**src/rtl/ps2_pkg.sv**
```systemverilog
`default_nettype none
// ============================================================================
//  Module      : ps2_pkg
//  Description : Shared types and constants for the PS/2 host transmitter:
//                transmitter state encoding, frame edge indices and the
//                common keyboard command/response bytes.
//  Revision    : 1.0  initial release
// ============================================================================
package ps2_pkg;

    typedef enum logic [2:0] {
        IDLE    = 3'd0,
        INHIBIT = 3'd1,
        RTS     = 3'd2,
        SHIFT   = 3'd3,
        RELEASE = 3'd4,
        FAIL    = 3'd5
    } ps2_tx_state_e;

    // Device falling edges in one host-to-device frame, and the edge numbers
    // at which the parity bit, stop bit and ACK sample happen.
    localparam int FRAME_EDGES = 11;
    localparam int EDGE_PARITY = 9;
    localparam int EDGE_STOP   = 10;
    localparam int EDGE_ACK    = 11;

    localparam logic [7:0] CMD_SET_LEDS = 8'hED;
    localparam logic [7:0] CMD_ENABLE   = 8'hF4;
    localparam logic [7:0] CMD_RESET    = 8'hFF;
    localparam logic [7:0] RSP_ACK      = 8'hFA;

    // PS/2 uses odd parity: the parity bit makes the count of ones odd.
    function automatic logic odd_parity(input logic [7:0] b);
        return ~^b;
    endfunction

endpackage
`default_nettype wire

```
**src/rtl/ps2_line_sync.sv**
```systemverilog
`default_nettype none
// ============================================================================
//  Module      : ps2_line_sync
//  Description : Two-flop synchroniser for one raw PS/2 line plus falling
//                edge detection on the synchronised level. All flops reset
//                to 1, the idle (released) level of an open-drain line.
//  Ports       : clk     - system clock
//                reset   - synchronous, active-high
//                line_i  - raw asynchronous pin level
//                level_o - synchronised level
//                fall_o  - one-cycle pulse: synced level went 1 -> 0
//  Revision    : 1.0  initial release
// ============================================================================
module ps2_line_sync (
    input  logic clk,
    input  logic reset,
    input  logic line_i,
    output logic level_o,
    output logic fall_o
);

    logic meta_q;
    logic sync_q;
    logic prev_q;

    always_ff @(posedge clk) begin
        if (reset) begin
            meta_q <= 1'b1;
            sync_q <= 1'b1;
            prev_q <= 1'b1;
        end else begin
            meta_q <= line_i;
            sync_q <= meta_q;
            prev_q <= sync_q;
        end
    end

    assign level_o = sync_q;
    assign fall_o  = prev_q & ~sync_q;

endmodule
`default_nettype wire

```
**src/rtl/ps2_host_tx.sv**
```systemverilog
`default_nettype none
// ============================================================================
//  Module      : ps2_host_tx
//  Description : PS/2 host-to-device transmitter. Inhibits the bus, issues a
//                request-to-send, shifts one command byte out on the device
//                generated clock and checks the device ACK. Lines are driven
//                as open-drain pull-down enables.
//  Options     : PS2_TX_RETRY_EN - when defined, a NACK or timeout restarts
//                the frame up to MAX_RETRY more times before tx_err.
//  Ports       : clk, reset          - clock, synchronous active-high reset
//                tx_data/tx_valid    - command byte and request
//                tx_ready            - high in IDLE only
//                tx_done / tx_err    - one-cycle completion pulses
//                tx_nack             - cause of last tx_err (1 NACK, 0 timeout)
//                rx_block            - busy, receiver must ignore the bus
//                ps2clk_in/ps2data_in   - raw pin levels
//                ps2clk_oe/ps2data_oe   - 1 = pull line low
//  Revision    : 1.0  initial release
// ============================================================================
module ps2_host_tx #(
    parameter int INHIBIT_CYCLES = 2500,
    parameter int TIMEOUT_CYCLES = 500000,
    parameter int MAX_RETRY      = 2
) (
    input  logic       clk,
    input  logic       reset,
    input  logic [7:0] tx_data,
    input  logic       tx_valid,
    output logic       tx_ready,
    output logic       tx_done,
    output logic       tx_err,
    output logic       tx_nack,
    output logic       rx_block,
    input  logic       ps2clk_in,
    input  logic       ps2data_in,
    output logic       ps2clk_oe,
    output logic       ps2data_oe
);
    import ps2_pkg::*;

    // One counter serves both the inhibit delay and the device timeout.
    localparam int CNT_MAX = (TIMEOUT_CYCLES > INHIBIT_CYCLES) ? TIMEOUT_CYCLES : INHIBIT_CYCLES;
    localparam int CNT_W   = $clog2(CNT_MAX + 1);
    localparam int EDGE_W  = $clog2(FRAME_EDGES + 1);

    localparam logic [CNT_W-1:0]  INH_LAST = CNT_W'(INHIBIT_CYCLES - 1);
    localparam logic [CNT_W-1:0]  TO_LAST  = CNT_W'(TIMEOUT_CYCLES - 1);
    localparam logic [EDGE_W-1:0] E_LAST_DATA = EDGE_W'(8);
    localparam logic [EDGE_W-1:0] E_PAR    = EDGE_W'(EDGE_PARITY);
    localparam logic [EDGE_W-1:0] E_STOP   = EDGE_W'(EDGE_STOP);

    logic clk_sync, clk_fall;
    logic data_sync, data_fall;

    ps2_line_sync u_clk_sync (
        .clk     (clk),
        .reset   (reset),
        .line_i  (ps2clk_in),
        .level_o (clk_sync),
        .fall_o  (clk_fall)
    );

    ps2_line_sync u_data_sync (
        .clk     (clk),
        .reset   (reset),
        .line_i  (ps2data_in),
        .level_o (data_sync),
        .fall_o  (data_fall)
    );

    // Only the level of the data line matters to the transmitter.
    logic w_unused;
    assign w_unused = data_fall & (MAX_RETRY != 0);

    ps2_tx_state_e     state_q, state_d;
    logic [CNT_W-1:0]  cnt_q, cnt_d;
    logic [EDGE_W-1:0] edge_cnt_q, edge_cnt_d;
    logic [EDGE_W-1:0] edge_next;
    logic [7:0]        data_q, data_d;
    logic              par_q, par_d;
    logic              clk_oe_q, clk_oe_d;
    logic              data_oe_q, data_oe_d;
    logic              nack_q, nack_d;
    logic              fail, fail_nack;
    logic              done, err;

`ifdef PS2_TX_RETRY_EN
    localparam int RETRY_W = (MAX_RETRY > 0) ? $clog2(MAX_RETRY + 1) : 1;
    logic [RETRY_W-1:0] retry_q, retry_d;

    always_ff @(posedge clk) begin
        if (reset) begin
            retry_q <= '0;
        end else begin
            retry_q <= retry_d;
        end
    end
`endif

    always_ff @(posedge clk) begin
        if (reset) begin
            state_q    <= IDLE;
            cnt_q      <= '0;
            edge_cnt_q <= '0;
            data_q     <= '0;
            par_q      <= 1'b0;
            clk_oe_q   <= 1'b0;
            data_oe_q  <= 1'b0;
            nack_q     <= 1'b0;
        end else begin
            state_q    <= state_d;
            cnt_q      <= cnt_d;
            edge_cnt_q <= edge_cnt_d;
            data_q     <= data_d;
            par_q      <= par_d;
            clk_oe_q   <= clk_oe_d;
            data_oe_q  <= data_oe_d;
            nack_q     <= nack_d;
        end
    end

    assign edge_next = edge_cnt_q + EDGE_W'(1);

    always_comb begin
        state_d    = state_q;
        cnt_d      = cnt_q;
        edge_cnt_d = edge_cnt_q;
        data_d     = data_q;
        par_d      = par_q;
        clk_oe_d   = clk_oe_q;
        data_oe_d  = data_oe_q;
        nack_d     = nack_q;
        fail       = 1'b0;
        fail_nack  = 1'b0;
        done       = 1'b0;
        err        = 1'b0;
`ifdef PS2_TX_RETRY_EN
        retry_d    = retry_q;
`endif

        case (state_q)
            IDLE: begin
                clk_oe_d  = 1'b0;
                data_oe_d = 1'b0;
                if (tx_valid) begin
                    data_d   = tx_data;
                    par_d    = odd_parity(tx_data);
                    nack_d   = 1'b0;
                    cnt_d    = '0;
                    clk_oe_d = 1'b1;
                    state_d  = INHIBIT;
`ifdef PS2_TX_RETRY_EN
                    retry_d  = '0;
`endif
                end
            end

            INHIBIT: begin
                clk_oe_d = 1'b1;
                if (cnt_q == INH_LAST) begin
                    cnt_d     = '0;
                    data_oe_d = 1'b1;       // start bit
                    state_d   = RTS;
                end else begin
                    cnt_d = cnt_q + CNT_W'(1);
                end
            end

            // Start bit and inhibit overlap for one cycle before the clock
            // is handed to the device.
            RTS: begin
                clk_oe_d   = 1'b0;
                edge_cnt_d = '0;
                cnt_d      = '0;
                state_d    = SHIFT;
            end

            SHIFT: begin
                if (clk_fall) begin
                    cnt_d      = '0;
                    edge_cnt_d = edge_next;
                    if (edge_next <= E_LAST_DATA) begin
                        data_oe_d = ~data_q[edge_cnt_q[2:0]];
                    end else if (edge_next == E_PAR) begin
                        data_oe_d = ~par_q;
                    end else if (edge_next == E_STOP) begin
                        data_oe_d = 1'b0;
                    end else if (data_sync) begin
                        fail      = 1'b1;   // device left data high: NACK
                        fail_nack = 1'b1;
                    end else begin
                        state_d = RELEASE;
                    end
                end else if (cnt_q == TO_LAST) begin
                    fail = 1'b1;
                end else begin
                    cnt_d = cnt_q + CNT_W'(1);
                end
            end

            RELEASE: begin
                if (clk_sync && data_sync) begin
                    done    = 1'b1;
                    state_d = IDLE;
                end else if (clk_fall) begin
                    cnt_d = '0;
                end else if (cnt_q == TO_LAST) begin
                    fail = 1'b1;
                end else begin
                    cnt_d = cnt_q + CNT_W'(1);
                end
            end

            FAIL: begin
                err       = 1'b1;
                clk_oe_d  = 1'b0;
                data_oe_d = 1'b0;
                state_d   = IDLE;
            end

            default: begin
                clk_oe_d  = 1'b0;
                data_oe_d = 1'b0;
                state_d   = IDLE;
            end
        endcase

        if (fail) begin
            nack_d    = fail_nack;
            clk_oe_d  = 1'b0;
            data_oe_d = 1'b0;
`ifdef PS2_TX_RETRY_EN
            if (retry_q < RETRY_W'(MAX_RETRY)) begin
                retry_d  = retry_q + RETRY_W'(1);
                cnt_d    = '0;
                clk_oe_d = 1'b1;
                state_d  = INHIBIT;
            end else begin
                state_d = FAIL;
            end
`else
            state_d = FAIL;
`endif
        end
    end

    assign tx_ready   = (state_q == IDLE);
    assign rx_block   = (state_q != IDLE);
    assign tx_done    = done;
    assign tx_err     = err;
    assign tx_nack    = nack_q;
    assign ps2clk_oe  = clk_oe_q;
    assign ps2data_oe = data_oe_q;

endmodule
`default_nettype wire
```
**config.mk**
```make
export PLATFORM = sky130hd
export DESIGN_NAME = ps2_host_tx
export DESIGN_NICKNAME = d
export VERILOG_FILES = /design/src/rtl/ps2_pkg.sv /design/src/rtl/ps2_line_sync.sv /design/src/rtl/ps2_host_tx.sv
export SDC_FILE = /design/constraint.sdc
export NUM_CORES = 1
export LEC_CHECK = 0
export CORE_ASPECT_RATIO = 1.2
export CORE_UTILIZATION = 30
export CTS_BUF_LIST = sky130_fd_sc_hd__clkbuf_8
export DETAILED_ROUTE_END_ITERATION = 12
export PLACE_DENSITY = 0.5
export SETUP_SLACK_MARGIN = 0.5
export SLEW_MARGIN = 40
export SYNTH_ARGS = -nofsm -noshare
export SYNTH_HDL_FRONTEND = slang
export SYNTH_SLANG_ARGS = --single-unit
```
**constraint.sdc**
```tcl
create_clock -name clk -period 2.7 [get_ports clk]
set_clock_uncertainty 0.05 [all_clocks]
set_input_delay 0.54 -clock clk [delete_from_list [all_inputs] [get_ports clk]]
set_output_delay 0.54 -clock clk [all_outputs]
set_load 0.05 [all_outputs]
```
# ---- Word-level counts from Yosys, hierarchy flattened
# Cells that the tools add are included.
dict set report classes {
  n_eq_ne 27
  mux 45
  add_sub_neg 2
  n_bitwise 5
  n_lt_le_gt_ge 2
  reduce_logical 18
}
# op count
set op_table {}
lappend op_table {{$mux 19} 5}
lappend op_table {{$pmux 19 s5} 1}
lappend op_table {{$mux 3} 9}
lappend op_table {{$mux 1} 23}
lappend op_table {{$ne 3x3->1 const B} 7}
lappend op_table {{$add 19x1->19 const B} 1}
lappend op_table {{$eq 19x12->1 const B} 1}
lappend op_table {{$eq 19x19->1 const B} 1}
lappend op_table {{$ne 2x2->1 const B} 9}
lappend op_table {{$reduce_and 8->1} 2}
lappend op_table {{$pmux 3 s5} 1}
lappend op_table {{$eq 4x4->1 const B} 2}
lappend op_table {{$pmux 4 s2} 1}
lappend op_table {{$reduce_xnor 8->1} 1}
lappend op_table {{$eq 3x2->1 const B} 2}
lappend op_table {{$eq 3x3->1 const B} 2}
lappend op_table {{$pmux 1 s3} 2}
lappend op_table {{$reduce_and 2->1} 3}
lappend op_table {{$reduce_bool 2->1} 3}
lappend op_table {{$reduce_or 2->1} 3}
lappend op_table {{$reduce_bool 5->1} 1}
lappend op_table {{$add 4x1->4 const B} 1}
lappend op_table {{$le 4x4->1 const B} 1}
lappend op_table {{$lt 3x4->1 const B} 1}
lappend op_table {{13 further kinds} 16}
dict set report word_totals {
  regBits 43
}

# ---- Longest topological paths before layout
# Gate-level depths: netlist of run 1.
dict set report logic_depth {
  ltp_word 9
  mapped_depth 9
  mapped_depth_nobuf 8
}

# ---- By module
# From an unflattened synthesis of run 1, not the netlist that was laid out.
dict set report unflattened {
  cells_unflattened 308
  hier_area_um2 2522.4
}
# module cells_each n_inst area_per_inst_um2
set by_module_without_submodules {}
lappend by_module_without_submodules {ps2_host_tx 294 1 2352.3}
lappend by_module_without_submodules {ps2_line_sync 7 2 85.1}

# ---- Least setup slack after synthesis of run 1
# OpenSTA, ideal clock, no wires.
dict set report synth_timing {
  kind {register to output}
  start {register state_q[1]}
  end {output port rx_block}
  stages_incl_launch_ff 4
  path_buffers 1
  path_slack_ps -159
  t_required_ps 2110
  arrival_time_ps 2269
  cell_sequence {dfxtp_1 -> buf_6 -> nor3_1 -> inv_1}
}
dict set report synth_via {
  elab_chain_cells 1
}
# item line
set synth_rtl {}
lappend synth_rtl {{from (decl)} ps2_host_tx.sv:75} ;# ps2_tx_state_e state_q, state_d;
lappend synth_rtl {{from (signal assigned)} ps2_host_tx.sv:111} ;# state_q <= state_d;
lappend synth_rtl {{$reduce_bool 3->1} ps2_host_tx.sv:248} ;# assign rx_block = (state_q != IDLE);
lappend synth_rtl {{to (decl)} ps2_host_tx.sv:33} ;# output logic rx_block,
# No other way between the ends.

# ---- Final worst setup path of run 1
dict set report layout_timing {
  start {register edge_cnt_q[1]}
  end {register state_q[1]}
}
dict set report layout_via {
  elab_chain_cells 8
  word_cells_on_any_way 14
  classes_between {add/sub (1); order compare (1); eq/ne (5); mux (5); reduce/logical (2)}
}
# item line
set layout_rtl {}
lappend layout_rtl {{from (decl)} ps2_host_tx.sv:77} ;# logic [EDGE_W-1:0] edge_cnt_q, edge_cnt_d;
lappend layout_rtl {{from (signal assigned)} ps2_host_tx.sv:113} ;# edge_cnt_q <= edge_cnt_d;
lappend layout_rtl {{$add 4x1->4 (*)} ps2_host_tx.sv:122} ;# assign edge_next = edge_cnt_q + EDGE_W'(1);
lappend layout_rtl {{$eq 4x4->1} ps2_host_tx.sv:186} ;# end else if (edge_next == E_STOP) begin
lappend layout_rtl {{$mux 1} ps2_host_tx.sv:186}
lappend layout_rtl {{$mux 1} ps2_host_tx.sv:184} ;# end else if (edge_next == E_PAR) begin
lappend layout_rtl {{$mux 1} ps2_host_tx.sv:182} ;# if (edge_next <= E_LAST_DATA) begin
lappend layout_rtl {{$mux 1} ps2_host_tx.sv:179} ;# if (clk_fall) begin
lappend layout_rtl {{$pmux 1 s2} ps2_host_tx.sv:141} ;# case (state_q)
lappend layout_rtl {{$reduce_or 2->1 (no source line)} n/a}
# Mark *: on every way between the ends. The rest lies on a longest branch, timed or not.
# A chain may end at the register's enable or synchronous reset.

==> results.ini, run 1 <==
[status]
status = finished, final reports clean

[power_and_ir_drop]
vdd_drop_max_mv = 0.226
power.leakage_nw = 0.970
pwr_density_cell_nw_per_um2 = 443

[grt]
antenna_found_initial = 0
globalRouteMet1Util = 0.168
grt_max_degree = 24
grt_pass1_wl_um = 9340
grt_usage = 0.138
grt.busiest_layer = met2
use_met2 = 0.235
grt-ovfl-total = 0
grt_pass1_vias = 1970
grtUsageMet3 = 0.0271

[route]
routed_via_density = 5.14
drc = 0
drt-initial-drc-count = 68
drtAntennaViolNets = 0
firstDrtPassIters = 4
vias = 2065
wl_per_cell_um = 13.8
drt_wl_total_um = 5550

[setup_path]
arrival_ps = 2300
r2r_cells = 8
crit_required_ps = 2830
worst_r2r_endpoint = state_q[1]
r2r_slack_ps = 530
start_kind = flip-flop
r2r_start = edge_cnt_q[1]
path_max_fanout = 7
crit_start = edge_cnt_q[1]
cp-end-kind = flip-flop
worstSetupPathType = reg -> reg

[floorplan]
dieArea_sq_um = 8370
die_w_um = 83.7
rows = 35
core_sq_um = 7710
start_util = 0.312
io_pins = 20
chipHeight_um = 100

[layout]
fin_nets = 327
drive_above_1_share = 0.184
syn_to_final_growth_pct = 20.3
diodes = 0
fillers = 807
instances_no_fill = 402

[sta]
finalHoldViolations = 0
finalSetupTns_ps = 0
timing.fmax_mhz = 461
tightest_slew_ps = 493
slew_headroom = 0.671
fin_crit_ps = 2170
report.final.slew_viol_count = 0
setup_viol = 0
grt_setup_unrepaired = yes
finalCritPeriodShare = 0.803

[clock_network]
htreeDepth = 2
clockBufferDepth = 2
cts_tree = yes
cts_inserted_buffers = 5
hold_buffers = 0
cts-root-buf = clkbuf_8
path_clk_slew_ps = 80
numClockSinks = 43
clk_latency_ps = 290

[logic_synthesis]
synth-seq-area-share = 0.359
ys.flop_type = dfxtp_1
synth_compound_area_frac = 0.161
synth_area_leader_cell = dfxtp_1
synthXorXnorAreaFrac = 0.0875
muxShareOfSynthArea = 0.0219
yosys-top-cells-area = dfxtp_1 36%, xnor2_1 6.6%, nand2_1 6.3%
netlist.area_leader.share = 0.359
synth.most_common_cell = dfxtp_1
yosys_warnings = 0
synth_nets = 302
yosys_register_bits = 43
synth_cells = 284
synth-edff-count = 0
synth_top_family_by_area = simple AND/OR/NAND/NOR gates
synth_commonest_cells = 43 x dfxtp_1, 40 x nand2_1, 32 x nor2_1, 18 x a21oi_1, 18 x xnor2_1
synth_area_per_cell_sq_um = 8.45
synthSimpleGateAreaFrac = 0.295
ys_types = 54
synthAdderAreaFrac = 0.0261
ys_async_sr_fraction = 0
netlist_area_sq_um = 2400

[place]
finalWeightedCongestion = 0.808
dp.cells = 389
port_buffers = 19
dpl.hpwl_um = 3980

[min_path]
min_path_type = reg -> reg
whs_path_depth = 1
min_from = u_clk_sync.meta_q
min_to = u_clk_sync.level_o

[job]
max-cap-violations = 0

through the flow:
step / power [mW] / setup slack, ps / area, sq um / hold WS [ps] / util
detailed placement: 0.847 / 220 / 2670 / 348 / 0.346
finish: 1.28 / 532 / 2890 / 358 / 0.375
floorplan: 0.793 / 729 / 2410 / 339 / -
global route: 1.34 / 427 / 2890 / 381 / 0.375
global placement: 0.846 / 294 / 2670 / 343 / 0.346
CTS: 1.30 / 342 / 2820 / 363 / 0.365
per-layer routing:
layer  vias to the layer above  wire length [um]
met5                         -                 0
met3                        10               141
li1                       1049                 -
met2                        36              2710
met4                         0               104
met1                       970              2590
worst max-delay path, cell delays in order, from the launching register on:
cell and delay, ps:
dfxtp_4 370, buf_6 130, ha_4 150, a32o_1 210
a221o_1 400, a211oi_4 340, a31oi_1 170, a31oi_1 180
nor3b_1 70
power by group:
part           internal [mW]  switching [mW]
combinational         0.0748          0.0931
sequential             0.652          0.0155
clock                  0.230           0.214
cells by family after synthesis:
kind of cell	after synthesis
AO/OA/AOI/OAI	54
XOR/XNOR	24
adder cells (fa/ha/maj)	5
buffers and inverters	18
flip-flops	43
multiplexers	2
AND/OR/NAND/NOR	138
sequential cells by signal (all words and copies together), names as in the netlist:
| name | count |
|---|---|
| cnt_q | 19 |
| data_q | 8 |
| edge_cnt_q | 4 |
| state_q | 3 |
| par_q | 1 |
| ps2clk_oe | 1 |
| ps2data_oe | 1 |
| tx_nack | 1 |
| u_clk_sync.level_o | 1 |
| u_clk_sync.meta_q | 1 |
| u_clk_sync.prev_q | 1 |
| u_data_sync.level_o | 1 |
| u_data_sync.meta_q | 1 |
worst max path at each step:
stage	slack [ps]	to
after floorplan	730	state_q[0]
after global placement	290	cnt_q[13]
after detailed placement	220	cnt_q[13]
after CTS	340	tx_done
final	530	state_q[1]
after global routing	430	state_q[1]
area by class of cell:
| type | instances | area, sq um | share of cell area |
|---|---|---|---|
| multi-input combinational | 223 | 1490 | 0.517 |
| sequential | 43 | 871 | 0.302 |
| timing repair buffer | 30 | 287 | 0.0992 |
| tap | 92 | 115 | 0.0399 |
| clock buffer | 7 | 96.3 | 0.0334 |
| inverter | 6 | 22.5 | 0.00780 |
| clock inverter | 1 | 3.75 | 0.00130 |
timing repair:
item / in CTS / in global routing
setup buffers: 3 / 2
gates resized for setup: 11 / 18
setup endpoints to repair: 27 / 27
pin swaps: 5 / 7
layout by cell type (no fill, tap or decap), types with 2 or more instances in the layout:
cell type         n
nand4_1           6
ha_1              2
ha_2              2
a21oi_1          18
a2bb2oi_1         2
nor2_1           32
nor4_1            2
nand2_1          39
or2_2             6
nand3_1          12
clkdlybuf4s50_1  15
mux4_1            2
nor3b_1           2
o21a_1            2
buf_4             8
clkbuf_8          7
inv_1             7
buf_6             2
nand2b_1          3
a22oi_1           2
xor2_1            6
dlygate4sd2_1     2
and3_1            5
o21ai_0           7
dfxtp_2           5
xnor2_1          18
nor4b_2           2
nor4_2            2
nor3_1           10
nor3_4            2
o31ai_2           3
a31oi_1           6
or3_1             2
dfxtp_1          37
No activity file was read; power rests on OpenSTA's default activity.
==> run 2, diff against run 1 <==
- clock period: 2.7 -> 2.02 ns (I/O delays scaled with it)
==> run 2 against run 1 <==
The run now ends with setup timing left; critical path depth did not move; wire length rose by 26%; power rose by 49%; first-iteration DRC count fell by 1.5%; final area rose by 41%; count of clock-buffer cells in the layout fell by 2; combinational power rose by 120%; clock power rose by 46%; worst setup slack got worse by 540 ps; non-clock buffer count rose by 70; critical endpoint is now state_q[2]; largest cell class unchanged; largest power group unchanged.
==> results.ini, run 2 (synthesized netlist as in run 1, its figures left out) <==
[setup_path]
cpLargestDelayFamily = compound AO/OA/AOI/OAI gates
r2r_cells = 8  ; unchanged
r2r_slack_ps = -4  ; -540 ps
r2r_start = edge_cnt_q[0]
crit_required_ps = 2190  ; -640 ps
worst_r2r_endpoint = state_q[2]
crit_start = edge_cnt_q[0]
max_stage_delay_ps = 390  ; about the same
cp-end-kind = flip-flop
crit_chain = ha_4 -> a32o_1 -> a221o_1 -> a211oi_4 -> buf_6 -> buf_6 -> a31oi_1 -> a21oi_1
cp.buffers_inverters = 2  ; +1
crit_cells = 8  ; unchanged
arrival_ps = 2190  ; -110 ps
worst_path_max_delay_cell = dfxtp_4
path_max_fanout = 6  ; -1
cp_common_cell = buf_6
start_kind = flip-flop
crit_path_end = state_q[2]
worstSetupPathType = reg -> reg

[floorplan]
io_pins = 20  ; unchanged
core_sq_um = 7710  ; unchanged
dieArea_sq_um = 8370  ; unchanged
start_util = 0.312  ; unchanged
chipHeight_um = 100  ; unchanged
die_w_um = 83.7  ; unchanged
rows = 35  ; unchanged

[layout]
largest_reg_flops = 19  ; unchanged
fin_nets = 398  ; +22%
drive_above_1_share = 0.492  ; +0.308
mostFrequentLayoutCells = 53 x buf_4, 33 x dfxtp_1, 30 x nand2_1, 18 x buf_6, 17 x xnor2_1
instances_no_fill = 472  ; +17%
top_regs = cnt_q (19), data_q (8), edge_cnt_q (4)
diodes = 0  ; unchanged
syn_to_final_growth_pct = 69.0
largest-register = cnt_q
fillers = 694  ; -14%
final_common_cell = buf_4

[route]
routed_via_density = 4.93  ; -4.1%
drc = 0  ; unchanged
firstDrtPassIters = 4  ; unchanged
vias = 2326  ; +13%
drt-initial-drc-count = 67  ; -1.5%
wl_per_cell_um = 14.9  ; +7.6%
drt_wl_total_um = 7010  ; +26%
drtAntennaViolNets = 0  ; unchanged

[power_and_ir_drop]
pwr_density_cell_nw_per_um2 = 470  ; +6.1%
vdd_drop_max_mv = 0.290  ; +28%
power.leakage_nw = 1.46  ; +50%

[clock_network]
hold_buffers = 0  ; unchanged
clockBufferDepth = 2  ; unchanged
htreeDepth = 2  ; unchanged
path_clk_slew_ps = 80  ; about the same
numClockSinks = 43  ; unchanged
cts-root-buf = clkbuf_8
clk_latency_ps = 290  ; about the same
cts_tree = yes
cts_inserted_buffers = 5  ; unchanged

[place]
port_buffers = 19  ; unchanged
dpl.hpwl_um = 4610  ; +16%
dp.cells = 437  ; +12%
finalWeightedCongestion = 0.853  ; +5.5%

[sta]
report.final.slew_viol_count = 0  ; unchanged
finalHoldViolations = 0  ; unchanged
finalSetupTns_ps = -4.35  ; -4.35 ps
tightest_slew_ps = 431  ; -61.7 ps
fin_crit_ps = 2020  ; -144 ps
slew_headroom = 0.711  ; +0.0400
grt_setup_unrepaired = yes
setup_viol = 2  ; +2
finalCritPeriodShare = 1.00  ; +0.199
finalWorstSetupSlack_ps = -4.15  ; -536 ps
timing.fmax_mhz = 494  ; +7.1%

[min_path]
min_path_type = reg -> reg
min_from = u_data_sync.meta_q
whs_path_depth = 1  ; unchanged

[grt]
grt_pass1_vias = 2426  ; +23%
grt-ovfl-total = 0  ; unchanged
grt_usage = 0.166  ; +0.0279
grt_max_degree = 24  ; unchanged
antenna_found_initial = 0  ; unchanged
grt_pass1_wl_um = 11100  ; +19%

[job]
max-cap-violations = 0  ; unchanged

[status]
violations = setup timing
status = finished with violations

[run 2: cell types whose count changed in the layout (fill, tap and decap cells not counted), sizes merged]
cell and change:
clkdlybuf4s15 +2, buf +73, bufbuf +1, clkbuf -3, clkinvlp +1, dlygate4sd2 -2, bufinv +1, clkdlybuf4s50 -3
inv -1, o31ai +1
[run 2: how the worst min path moves through the flow]
stage | end | slack (ps)
6_report | u_data_sync.level_o | 360
5_1_grt | u_data_sync.level_o | 370
4_1_cts | u_data_sync.level_o | 370
3_5_place_dp | u_data_sync.level_o | 350
3_3_place_gp | u_clk_sync.level_o | 350
2_1_floorplan | u_clk_sync.level_o | 340
[run 2: layer usage]
layer	GRT usage	up-vias	wire (um)
li1	-	1192	-
met5	0	-	0
met3	0.0321	13	204
met4	0.0678	0	151
met2	0.316	35	3860
met1	0.178	1086	2800
[run 2: metrics by stage]
step	util	hold slack (ps)	instance area (sq um)	power, mW	setup WS [ps]
floorplan	-	339	2520	1.07	90.4
global placement	0.412	346	3180	1.17	-122
detailed placement	0.412	347	3180	1.17	-172
CTS	0.502	366	3870	1.90	-8.44
global route	0.527	374	4060	1.99	-103
finish	0.527	362	4060	1.91	-4.15
[run 2: where the power goes]
| group | switching [mW] | internal (mW) |
|---|---|---|
| combinational | 0.179 | 0.197 |
| sequential | 0.0163 | 0.868 |
| clock | 0.290 | 0.358 |
| total | 0.485 | 1.42 |
[run 2: layout make-up]
class,count,area (sq um),share of cell area
flip-flops and latches,43,886,0.218
repair buffers,100,1060,0.262
inverters,6,33.8,0.00832
well taps,92,115,0.0284
clock inverters,2,33.8,0.00832
clock buffers,5,68.8,0.0170
multi-input cells,224,1860,0.457
[run 2: timing repair]
item | in CTS | in global routing
gates cloned | 5 | 0
pin swaps | 21 | 26
resized for setup | 81 | 37
endpoints found under the setup margin | 41 | 40
buffers inserted | 18 | 5
==> run 3, diff against run 2 <==
- REMOVE_ABC_BUFFERS: unset -> 1
==> run 3 against run 2 <==
Critical endpoint is now state_q[0]; global-route usage is 0.29 points lower; wire length is 7.4% lower; worst setup slack worse by 43 ps; the run still ends with setup timing left; register-to-register slack worse by 40 ps; flip-flop and latch count stayed put; sequential share of layout area increased by 1.7 points.
==> results.ini, run 3 (synthesized netlist as in run 1, its figures left out) <==
[route]
routed_via_density = 4.82  ; -2.1%
drt_wl_total_um = 6500  ; -7.4%
vias = 2282  ; -1.9%
drc = 0  ; unchanged
firstDrtPassIters = 4  ; unchanged
wl_per_cell_um = 13.7  ; -7.6%
drtAntennaViolNets = 0  ; unchanged
drt-initial-drc-count = 71  ; +6.0%

[sta]
grt_setup_unrepaired = yes
timing.hold.ws_ps = 362  ; +0.292 ps
tightest_slew_ps = 320  ; -111 ps
finalCritPeriodShare = 1.02  ; +0.0215
finalWorstSetupSlack_ps = -47.5  ; -43.4 ps
report.final.slew_viol_count = 0  ; unchanged
setup_viol = 2  ; unchanged
timing.fmax_mhz = 484  ; -2.1%
slew_headroom = 0.786  ; +0.0752
finalHoldViolations = 0  ; unchanged
fin_crit_ps = 2070  ; +43.4 ps

[clock_network]
hold_buffers = 0  ; unchanged
clk_latency_ps = 290  ; about the same
htreeDepth = 2  ; unchanged
path_clk_slew_ps = 80  ; about the same
cts-root-buf = clkbuf_8
clockBufferDepth = 2  ; unchanged
cts_tree = yes
cts_inserted_buffers = 5  ; unchanged
numClockSinks = 43  ; unchanged

[place]
dpl.hpwl_um = 4740  ; +2.8%
finalWeightedCongestion = 0.780  ; -8.5%
port_buffers = 19  ; unchanged

[floorplan]
start_util = 0.312  ; unchanged
die_w_um = 83.7  ; unchanged
chipHeight_um = 100  ; unchanged
core_sq_um = 7710  ; unchanged
rows = 35  ; unchanged
dieArea_sq_um = 8370  ; unchanged
io_pins = 20  ; unchanged

[min_path]
min_from = u_data_sync.meta_q
whs_path_depth = 1  ; unchanged
min_to = u_data_sync.level_o
min_path_type = reg -> reg

[layout]
fin_nets = 400  ; +0.50%
diodes = 0  ; unchanged
largest-register = cnt_q
largest_reg_flops = 19  ; unchanged
seq_area_sq_um = 891  ; +0.56%
fillers = 760  ; +9.5%
final_common_cell = buf_4
multiInputGateArea_sq_um = 1740  ; -6.5%
mostFrequentLayoutCells = 65 x buf_4, 35 x nand2_1, 27 x dfxtp_1, 18 x xnor2_1
fin_util = 0.492  ; -0.0351
syn_to_final_growth_pct = 57.8
top_regs = cnt_q (19), data_q (8), edge_cnt_q (4)
drive_above_1_share = 0.470  ; -0.0223

[grt]
antenna_found_initial = 0  ; unchanged
grt_usage = 0.163  ; -0.00292
grt-ovfl-total = 0  ; unchanged
grt_pass1_vias = 2277  ; -6.1%
grt_pass1_wl_um = 10900  ; -2.2%
grt_max_degree = 17  ; -29%

[power_and_ir_drop]
pwr_density_cell_nw_per_um2 = 456  ; -3.0%
vdd_drop_max_mv = 0.226  ; -22%
power.leakage_nw = 1.40  ; -4.1%

[status]
violations = setup timing
status = finished with violations

[setup_path]
cp.buffers_inverters = 1  ; -1
worstSetupPathType = reg -> reg
crit_chain = ha_4 -> a32o_1 -> a221o_1 -> a211oi_4 -> buf_6 -> nand2_2 -> o31ai_2 -> a31oi_1
start_kind = flip-flop
r2r_slack_ps = -50  ; -40 ps
worst_path_max_delay_cell = dfxtp_4
cpLargestDelayFamily = compound AO/OA/AOI/OAI gates
max_stage_delay_ps = 380  ; about the same
cp-end-kind = flip-flop
r2r_cells = 8  ; unchanged
crit_required_ps = 2150  ; -40 ps
arrival_ps = 2190  ; about the same
r2r_start = edge_cnt_q[0]
worst_r2r_endpoint = state_q[0]
path_max_fanout = 5  ; -1

[job]
max-cap-violations = 0  ; unchanged

==> run 3: per-stage QoR <==
step           cells  setup WS, ps  area [sq um]  TNS [ps]  power, mW
2_1_floorplan    272          -679          2300     -6150       1.04
3_3_place_gp     451          -226          3150     -3650       1.17
3_5_place_dp     451          -238          3150     -3720       1.18
4_1_cts          470         -59.0          3640      -165       1.75
5_1_grt          473          -118          3790      -585       1.81
6_report         473         -47.5          3790     -67.1       1.73
==> run 3: power breakdown <==
group / switching, mW / leakage [nW] / internal (mW) / total, mW
logic: 0.164 / 1.00 / 0.165 / 0.329
registers: 0.0154 / 0.357 / 0.869 / 0.884
clock network: 0.284 / 0.0361 / 0.230 / 0.514
total: 0.463 / 1.40 / 1.26 / 1.73
==> run 3: worst max path at each step <==
stage | startpoint | to | slack, ps | cells after the start
floorplan | state_q[1] | rx_block | -680 | 2
global placement | cnt_q[17] | cnt_q[9] | -230 | 7
detailed placement | cnt_q[1] | cnt_q[9] | -240 | 8
CTS | edge_cnt_q[0] | ps2data_oe | -60 | 8
global route | edge_cnt_q[0] | state_q[0] | -120 | 8
finish | edge_cnt_q[0] | state_q[0] | -50 | 8
==> run 3: layout make-up <==
cell class | count | share of cell area
clock inverters | 1 | 0.00198
flip-flops and latches | 43 | 0.235
clock buffers | 5 | 0.0182
repair buffers | 103 | 0.249
multi-input cells | 223 | 0.458
inverters | 6 | 0.00760
well taps | 92 | 0.0304
==> run 3: metal layers <==
metal | track usage | part of all wire | wire length [um]
met1 | 0.198 | 0.45 | 2900
met2 | 0.300 | 0.53 | 3440
met3 | 0.0247 | 0.014 | 94
met4 | 0.0391 | 0.0094 | 61
met5 | 0 | 0 | 0
==> run 3: timing repair <==
action / 4_1_cts / 5_1_grt
setup endpoints to repair: 41 / 33
buffers inserted: 12 / 3
cloned: 1 / 0
pin swaps: 13 / 18
gates resized for setup: 83 / 39
